**config.mk**
```make
export PLATFORM = sky130hd
export DESIGN_NAME = picobello_noc_link_slice
export DESIGN_NICKNAME = d
export VERILOG_FILES = /design/src/rtl/picobello_noc_link_slice_pkg.sv /design/src/rtl/picobello_noc_link_stage.sv /design/src/rtl/picobello_noc_link_slice.sv
export SDC_FILE = /design/constraint.sdc
export NUM_CORES = 1
export LEC_CHECK = 0
export ABC_CLOCK_PERIOD_IN_PS = 5350
export CORE_ASPECT_RATIO = 0.7
export CORE_MARGIN = 3
export CORE_UTILIZATION = 30
export DETAILED_ROUTE_END_ITERATION = 10
export DONT_BUFFER_PORTS = 1
export MAX_ROUTING_LAYER = met4
export PLACE_DENSITY = 0.46
export SETUP_SLACK_MARGIN = 0.3
export SLEW_MARGIN = 20
export SYNTH_ARGS = -nofsm -noshare
export SYNTH_HDL_FRONTEND = slang
export SYNTH_SLANG_ARGS = --single-unit
export TNS_END_PERCENT = 50
```
**constraint.sdc**
```tcl
create_clock -name clk_i -period 5.35 [get_ports clk_i]
set_input_delay 1.3375 -clock clk_i [delete_from_list [all_inputs] [get_ports clk_i]]
set_output_delay 1.3375 -clock clk_i [all_outputs]
set_load 0.02 [all_outputs]
```
**src/rtl/picobello_noc_link_slice_pkg.sv**
```systemverilog
// Shared constants for the NoC link retiming slice: default depth and per-channel stage table.
package picobello_noc_link_slice_pkg;

   localparam int unsigned LinkSliceStages = 2;

   typedef enum logic [1:0] {
      ChanReq,
      ChanRsp,
      ChanWide
   } link_chan_e;

   localparam int unsigned LinkStagesReq  = 2;
   localparam int unsigned LinkStagesRsp  = 2;
   localparam int unsigned LinkStagesWide = 3;

   function automatic int unsigned link_slice_stages(input link_chan_e chan);
      int unsigned stages;
      stages = LinkSliceStages;
      unique case (chan)
         ChanReq:  stages = LinkStagesReq;
         ChanRsp:  stages = LinkStagesRsp;
         ChanWide: stages = LinkStagesWide;
         default:  stages = LinkSliceStages;
      endcase
      return stages;
   endfunction

endpackage

```
**src/rtl/picobello_noc_link_stage.sv**
```systemverilog
// One 2-entry valid/ready buffer stage; both handshake outputs come straight from registers.
module picobello_noc_link_stage #(
   parameter int unsigned DataWidth = 64
) (
   input  logic                 clk_i,
   input  logic                 rst_i,
   input  logic                 in_valid_i,
   output logic                 in_ready_o,
   input  logic [DataWidth-1:0] in_data_i,
   output logic                 out_valid_o,
   input  logic                 out_ready_i,
   output logic [DataWidth-1:0] out_data_o,
   output logic                 empty_o
);

   logic [DataWidth-1:0] mem_q [2];
   logic                 wr_ptr_q, rd_ptr_q;
   logic [1:0]           fill_q, fill_d;
   logic                 push, pop;

   assign in_ready_o  = (fill_q != 2'd2);
   assign out_valid_o = (fill_q != 2'd0);
   assign out_data_o  = mem_q[rd_ptr_q];
   assign empty_o     = (fill_q == 2'd0);

   assign push = in_valid_i & in_ready_o;
   assign pop  = out_valid_o & out_ready_i;

   always_comb begin
      fill_d = fill_q;
      unique case ({push, pop})
         2'b10:   fill_d = fill_q + 2'd1;
         2'b01:   fill_d = fill_q - 2'd1;
         default: fill_d = fill_q;
      endcase
   end

   // Entries are cleared on reset so the output data reads zero while empty.
   always_ff @(posedge clk_i) begin
      if (rst_i) begin
         mem_q[0] <= '0;
         mem_q[1] <= '0;
         wr_ptr_q <= 1'b0;
         rd_ptr_q <= 1'b0;
         fill_q   <= 2'd0;
      end else begin
         fill_q <= fill_d;
         if (push) begin
            mem_q[wr_ptr_q] <= in_data_i;
            wr_ptr_q        <= ~wr_ptr_q;
         end
         if (pop) begin
            rd_ptr_q <= ~rd_ptr_q;
         end
      end
   end

endmodule

```
**src/rtl/picobello_noc_link_slice.sv**
```systemverilog
// Cascade of 2-entry link stages with idle detection and saturating flit/stall profiling counters.
module picobello_noc_link_slice
   import picobello_noc_link_slice_pkg::*;
#(
   parameter int unsigned DataWidth = 64,
   parameter int unsigned NumStages = LinkSliceStages,
   parameter int unsigned CntWidth  = 32
) (
   input  logic                 clk_i,
   input  logic                 rst_i,
   input  logic                 clear_cnt_i,
   input  logic                 valid_i,
   output logic                 ready_o,
   input  logic [DataWidth-1:0] data_i,
   output logic                 valid_o,
   input  logic                 ready_i,
   output logic [DataWidth-1:0] data_o,
   output logic                 idle_o,
   output logic [CntWidth-1:0]  flit_cnt_o,
   output logic [CntWidth-1:0]  stall_cnt_o
);

   if (NumStages == 0) begin : gen_bypass
      assign valid_o = valid_i;
      assign data_o  = data_i;
      assign ready_o = ready_i;
      assign idle_o  = 1'b1;
   end else begin : gen_stages
      logic [NumStages:0]   valid, ready;
      logic [DataWidth-1:0] data [NumStages+1];
      logic [NumStages-1:0] empty;

      assign valid[0]         = valid_i;
      assign data[0]          = data_i;
      assign ready_o          = ready[0];
      assign valid_o          = valid[NumStages];
      assign data_o           = data[NumStages];
      assign ready[NumStages] = ready_i;
      assign idle_o           = &empty;

      for (genvar k = 0; k < NumStages; k++) begin : gen_stage
         picobello_noc_link_stage #(
            .DataWidth (DataWidth)
         ) u_stage (
            .clk_i       (clk_i),
            .rst_i       (rst_i),
            .in_valid_i  (valid[k]),
            .in_ready_o  (ready[k]),
            .in_data_i   (data[k]),
            .out_valid_o (valid[k+1]),
            .out_ready_i (ready[k+1]),
            .out_data_o  (data[k+1]),
            .empty_o     (empty[k])
         );
      end
   end

   logic [CntWidth-1:0] flit_cnt_q, flit_cnt_d;
   logic [CntWidth-1:0] stall_cnt_q, stall_cnt_d;
   logic                fire, stall;

   assign fire  = valid_o & ready_i;
   assign stall = valid_o & ~ready_i;

   // Clear takes priority over a same-cycle increment; both counters stick at all-ones.
   always_comb begin
      flit_cnt_d  = flit_cnt_q;
      stall_cnt_d = stall_cnt_q;
      if (clear_cnt_i) begin
         flit_cnt_d  = '0;
         stall_cnt_d = '0;
      end else begin
         if (fire && (flit_cnt_q != '1)) begin
            flit_cnt_d = flit_cnt_q + CntWidth'(1);
         end
         if (stall && (stall_cnt_q != '1)) begin
            stall_cnt_d = stall_cnt_q + CntWidth'(1);
         end
      end
   end

   always_ff @(posedge clk_i) begin
      if (rst_i) begin
         flit_cnt_q  <= '0;
         stall_cnt_q <= '0;
      end else begin
         flit_cnt_q  <= flit_cnt_d;
         stall_cnt_q <= stall_cnt_d;
      end
   end

   assign flit_cnt_o  = flit_cnt_q;
   assign stall_cnt_o = stall_cnt_q;

endmodule

```
**Yosys cells after proc, flatten, opt, wreduce, memory -nomap -nowiden**

Memories as Yosys holds them, arrays and structs flattened. A register that Yosys moved wholly into a read port is not among the register bits.
Cells that the tools add are included.

- Register bits: 72
- Memory bits (writable): 256
- Input port bits: 69
- Memories kept: 2

Memories:

| name | words | width | rd ports | clocked after Yosys merged registers in | wr ports | line | source |
|---|---|---|---|---|---|---|---|
| gen_stages.gen_stage[0].u_stage.mem_q | 2 | 64 | 1 | 1 | 2 | picobello_noc_link_stage.sv:16 | `logic [DataWidth-1:0] mem_q [2];` |
| gen_stages.gen_stage[1].u_stage.mem_q | 2 | 64 | 1 | 1 | 2 | picobello_noc_link_stage.sv:16 |  |

- Add/sub/neg operators: 6
- Equal/unequal tests: 8
- Multiplexer cells: 20
- Bitwise gates (word level): 9
- Reduce and logical (&&, ||, !) cells: 12

Operators with widths:

| operator | number |
|---|---|
| $mux 64 | 2 |
| $reduce_or 64->1 | 2 |
| $add 32x1->32 const B | 2 |
| $ne 32x32->1 const B | 2 |
| $mux 1 | 16 |
| $pmux 2 s2 | 2 |
| $reduce_bool 2->1 | 4 |
| $not 1->1 | 5 |
| $add 2x1->2 const B | 2 |
| $and 1x1->1 | 4 |
| $eq 2x1->1 const B | 2 |
| $eq 2x2->1 const B | 2 |
| $logic_not 2->1 | 2 |
| $ne 2x2->1 const B | 2 |
| $sub 2x1->2 const B | 2 |
| $logic_and 1x1->1 | 2 |
| $reduce_and 2->1 | 1 |
| $reduce_or 2->1 | 1 |

**Longest topological paths before layout**

- Depth in word-level cells: 7
- Gate-level depth with buffers: 8
- Mapped depth without buffers: 7

**Hierarchy**

From an unflattened synthesis, not the netlist that was laid out.

- Cells, all modules: 1287
- Area total of the unflattened synthesis: 15059.4 um2

Modules (own cells, without submodules):

| module | times used | cells each | area an instance (um2) | sequential area each (um2) |
|---|---|---|---|---|
| picobello_noc_link_stage | 2 | 439 | 5893.2 | 3943.8 |
| picobello_noc_link_slice | 1 | 409 | 3273.1 | 1281.2 |

**Worst setup path after synthesis**

Ideal clock, no wire load.

- Path kind: input to register
- Start: input valid_i
- End: memory gen_stages.gen_stage[0].u_stage.mem_q[0][0], enable pin
- Setup time: 0.499 ns
- Arrival: 4.453 ns
- Data required time: 4.851 ns
- Setup slack: 0.397 ns
- Cell stages on the path: 2
- Buffers on the path: 0
- Cells stage by stage: nand2_1 -> o21bai_1

RTL lines:

| element | line | source |
|---|---|---|
| from (decl) | picobello_noc_link_slice.sv:12 | `input logic valid_i,` |
| to (decl) | picobello_noc_link_stage.sv:16 |  |

==> qor.log <==
[outcome] run status finished, final reports clean
[power] total leakage power 5.51 nW
[cells_and_area] multi-input logic area 0.00490 mm2
[cells_and_area] Fill cells 4818
[yosys] Cell Area, Synth 0.0148 mm2
[setup_path] biggest cell delay along the critical path 1.03 ns
[route] count of unresolved DRC violations after routing 0
[cts] buffers from clock root to sink, at most 3
[yosys] post-synthesis cell count 1207
[power] switching pwr 2.36 mW
[setup_path] crit path capture data_o[63]
[cts] post-CTS clock slew at the launch and capture registers of the worst setup and hold paths 0.06 ns
[setup_path] critical setup path kind reg -> out
[setup_path] capture point of the worst reg-to-reg path gen_stages.gen_stage[1].u_stage.mem_q[1][43]
[cells_and_area] area taken by flip-flops and latches 0.00918 mm2
[place] number of port buffers 0
[sta] final worst-path setup slack 1.92 ns
[setup_path] top fanout value on the critical path 64
[setup_path] crit path cell chain mux2_2
[sta] peak clock frequency supported by timing 291 MHz
[cells_and_area] most common cell after layout, fill and taps aside edfxtp_1
[yosys] Syn Area/Cell 12.3 um2
[global_routing] antenna violations before repair 3
[cells_and_area] P&R area growth vs syn 9.47%
[die] Initial Utilization 30.7%
[die] num rows 67
[cells_and_area] share of the core filled with cells 33.6%
[flow_run] max_cap viols 0
[setup_path] count of buffer and inverter cells on the critical path 0
[global_routing] global-route wire length before repair 54000 um
[yosys] Synth Register Bits 330
[die] area of the die 0.0521 mm2
[cells_and_area] share of post-route cells with drive strength above 1 13.3%
[yosys] sequential share of the synthesized area 61.9%
[place] estimated wirelength of the detail-placed design 22200 um
[setup_path] top cell family by delay on the critical path flip-flops
[global_routing] maximum number of pins on one net before global-route repair 66
[route] Final Routed Wirelength 35900 um
[cts] Sinks on Clock Net 330
[sta] actual slew at the worst max-slew pin 1.04 ns
[die] height of the die 192 um
[sta] clock period minus final worst setup slack 3.43 ns
[route] vias after detailed routing 8488
[setup_path] flop2flop setup slack 2.14 ns
[cts] CTS HTree Levels 2
[sta] Post-Route Hold Slack 0.504 ns
[power] switching power as a share of total power 31.1%
[route] drt first-iter violations 591
[cts] number of CTS-inserted buffers 38
[power] clock share of power 32.4%
[global_routing] number of global-route vias before repair 8231
[yosys] share of async-settable or async-resettable flops after synthesis 0%
[power] Power Dens Cells 469 mW/mm2
[cts] clock tree root buffer cell clkbuf_16
[cells_and_area] commonest cells after routing, fill and taps aside edfxtp_1, nor2_1, and2_1
[power] Peak VDD IR 0.000174 V
[power] logic gate share of total power 21.2%
[yosys] count of synthesis-stage warnings from yosys 0
[sta] Slew Limit Headroom 30.7%
[sta] number of hold violations in the final report 0
[worst_hold_path] class of the tightest hold or removal check reg -> reg
[yosys] number of library cell types mapped by synthesis 56
[die] core area 0.0483 mm2
[yosys] top_reg_cell synth edfxtp_1
[power] Flop pwr share 46.3%
[setup_path] CP endpoint kind primary output
[place] worst slack at placement 1.74 ns
[sta] final setup violation count 0
[sta] Clock Skew 0.0173 ns
[setup_path] CP Depth 1
[setup_path] CP max stage cell dfxtp_4
[setup_path] Required @ worst endpoint 4.01 ns
[sta] RSZ-0062 raised after global routing false
[cts] post-cts gate resize count 0
[cts] setup fix buffers added after clock tree synthesis 0
[sta] Final Max Slew Viols 0
[route] TritonRoute pass-1 iters 5
[setup_path] start of the worst register-to-register path gen_stages.gen_stage[1].u_stage.fill_q[1]
[setup_path] worst reg2reg path depth 5
[route] count of nets left with antenna violations after detail routing 0
[setup_path] data arrival time at the worst-slack endpoint 2.10 ns
[cells_and_area] count of placed standard cells in the final layout, fillers left out 1814
[global_routing] combined global-route utilization of all metal layers 14.0%
[setup_path] Worst Setup Start Kind flip-flop
[cells_and_area] total number of nets in the final design 1200
[cts] # hold bufs at CTS 0
[cts] clock latency on the worst-skew pair 0.54 ns
[cts] CTS tree done
[sta] Final period util 64.2%
[power] internal cell power 5.24 mW
[sta] setup_tns 0 ns
[yosys] net count of the mapped netlist 1280
[route] mean routed wirelength per cell 19.8 um
[place] instance count after placement with tap cells included 1740
[route] DR vias/cell 4.68
[die] die outline width 271 um
[global_routing] Congestion Overflow GR 0
[worst_hold_path] beginning of the worst hold path gen_stages.gen_stage[0].u_stage.rd_ptr_q
[yosys] Post-synth EDFFs 256
[place] routability congestion estimate from global placement 0.841
[die] IO Count 200
-- cell type report --
| type | count | area share (%) |
|---|---|---|
| antenna | 6 | 0.0927 |
| timing repair buffer | 11 | 0.656 |
| multi-input combinational | 739 | 30.3 |
| inverter | 7 | 0.162 |
| sequential | 330 | 56.6 |
| clock inverter | 16 | 0.803 |
| clock buffer | 50 | 6.34 |
| tap | 655 | 5.06 |
-- routing by layer --
layer  routed length (um)  part of all wire [%]  global-route usage (%)
met4                  651                   1.8                    4.06
met1                17100                    48                    18.9
met3                 2160                   6.0                    3.97
met2                15900                    44                    20.6
met5                    0                     0                       -
-- power by group through the flow --
stage | clock network [mW] | logic [mW] | registers (mW)
floorplan | 0 | 1.69 | 3.43
global placement | 0 | 1.64 | 3.58
detailed placement | 0 | 1.65 | 3.59
CTS | 2.56 | 1.65 | 3.54
global route | 2.65 | 1.75 | 3.58
finish | 2.47 | 1.62 | 3.52
-- state kept, by name, indices dropped and copies added (netlist names), named ones only --
name and count:
stall_cnt_o 32, flit_cnt_o 32, gen_stages.gen_stage.u_stage.fill_q 4, gen_stages.gen_stage.u_stage.mem_q 256, gen_stages.gen_stage.u_stage.rd_ptr_q 2, gen_stages.gen_stage.u_stage.wr_ptr_q 2
-- worst min-delay path by stage --
| stage | to | slack (ns) | cells past startpoint |
|---|---|---|---|
| after CTS | gen_stages.gen_stage[0].u_stage.rd_ptr_q | 0.51 | 2 |
| after global placement | gen_stages.gen_stage[0].u_stage.rd_ptr_q | 0.49 | 2 |
| after floorplan | flip-flop | 0.47 | 2 |
| final | gen_stages.gen_stage[0].u_stage.rd_ptr_q | 0.50 | 2 |
| after global routing | flip-flop | 0.53 | 2 |
| after detailed placement | gen_stages.gen_stage[0].u_stage.rd_ptr_q | 0.49 | 2 |
-- per-stage QoR --
step | total power [mW] | cell area, um2
after CTS | 7.75 | 16100
final | 7.60 | 16200
after floorplan | 5.12 | 14800
after global placement | 5.22 | 15000
after detailed placement | 5.24 | 15000
after global routing | 7.98 | 16200
-- Yosys cell counts, types with 3 or more instances --
| cell | n | area (um2) |
|---|---|---|
| xor2_1 | 9 | 78.8 |
| nor4_1 | 4 | 25.0 |
| nor2_1 | 158 | 593 |
| nand4_2 | 4 | 50.1 |
| mux2_2 | 64 | 721 |
| ha_1 | 4 | 50.1 |
| xnor2_1 | 7 | 61.3 |
| or3_1 | 34 | 213 |
| a21oi_1 | 42 | 210 |
| and4_1 | 8 | 70.1 |
| buf_4 | 64 | 480 |
| o31ai_1 | 17 | 128 |
| o21ai_0 | 25 | 125 |
| edfxtp_1 | 256 | 7690 |
| mux2i_1 | 69 | 691 |
| or2_2 | 3 | 18.8 |
| or4_1 | 15 | 113 |
| inv_1 | 6 | 22.5 |
| nand3_1 | 25 | 125 |
| and3_1 | 10 | 62.6 |
| buf_2 | 10 | 50.1 |
| and2_1 | 135 | 845 |
| nor3_1 | 8 | 40.0 |
| dfxtp_1 | 74 | 1480 |
| nand4_1 | 15 | 93.8 |
| o211ai_1 | 5 | 37.5 |
| nand2_1 | 43 | 161 |
| buf_1 | 8 | 30.0 |
| clkbuf_1 | 46 | 173 |
-- logic make-up (layout without fill, tap and decap cells) --
kind of cell / count (synthesis) / count (layout) / synth area share [%]
AND/OR/NAND/NOR: 471 / 471 / 17.0
buffers and inverters: 138 / 84 / 5.32
AO/OA/AOI/OAI: 115 / 115 / 4.95
adder cells (fa/ha/maj): 4 / 4 / 0.338
flip-flops: 330 / 330 / 61.9
other: 0 / 6 / 0
multiplexers: 133 / 133 / 9.54
XOR/XNOR: 16 / 16 / 0.947
(Power assumes the default switching activity.)
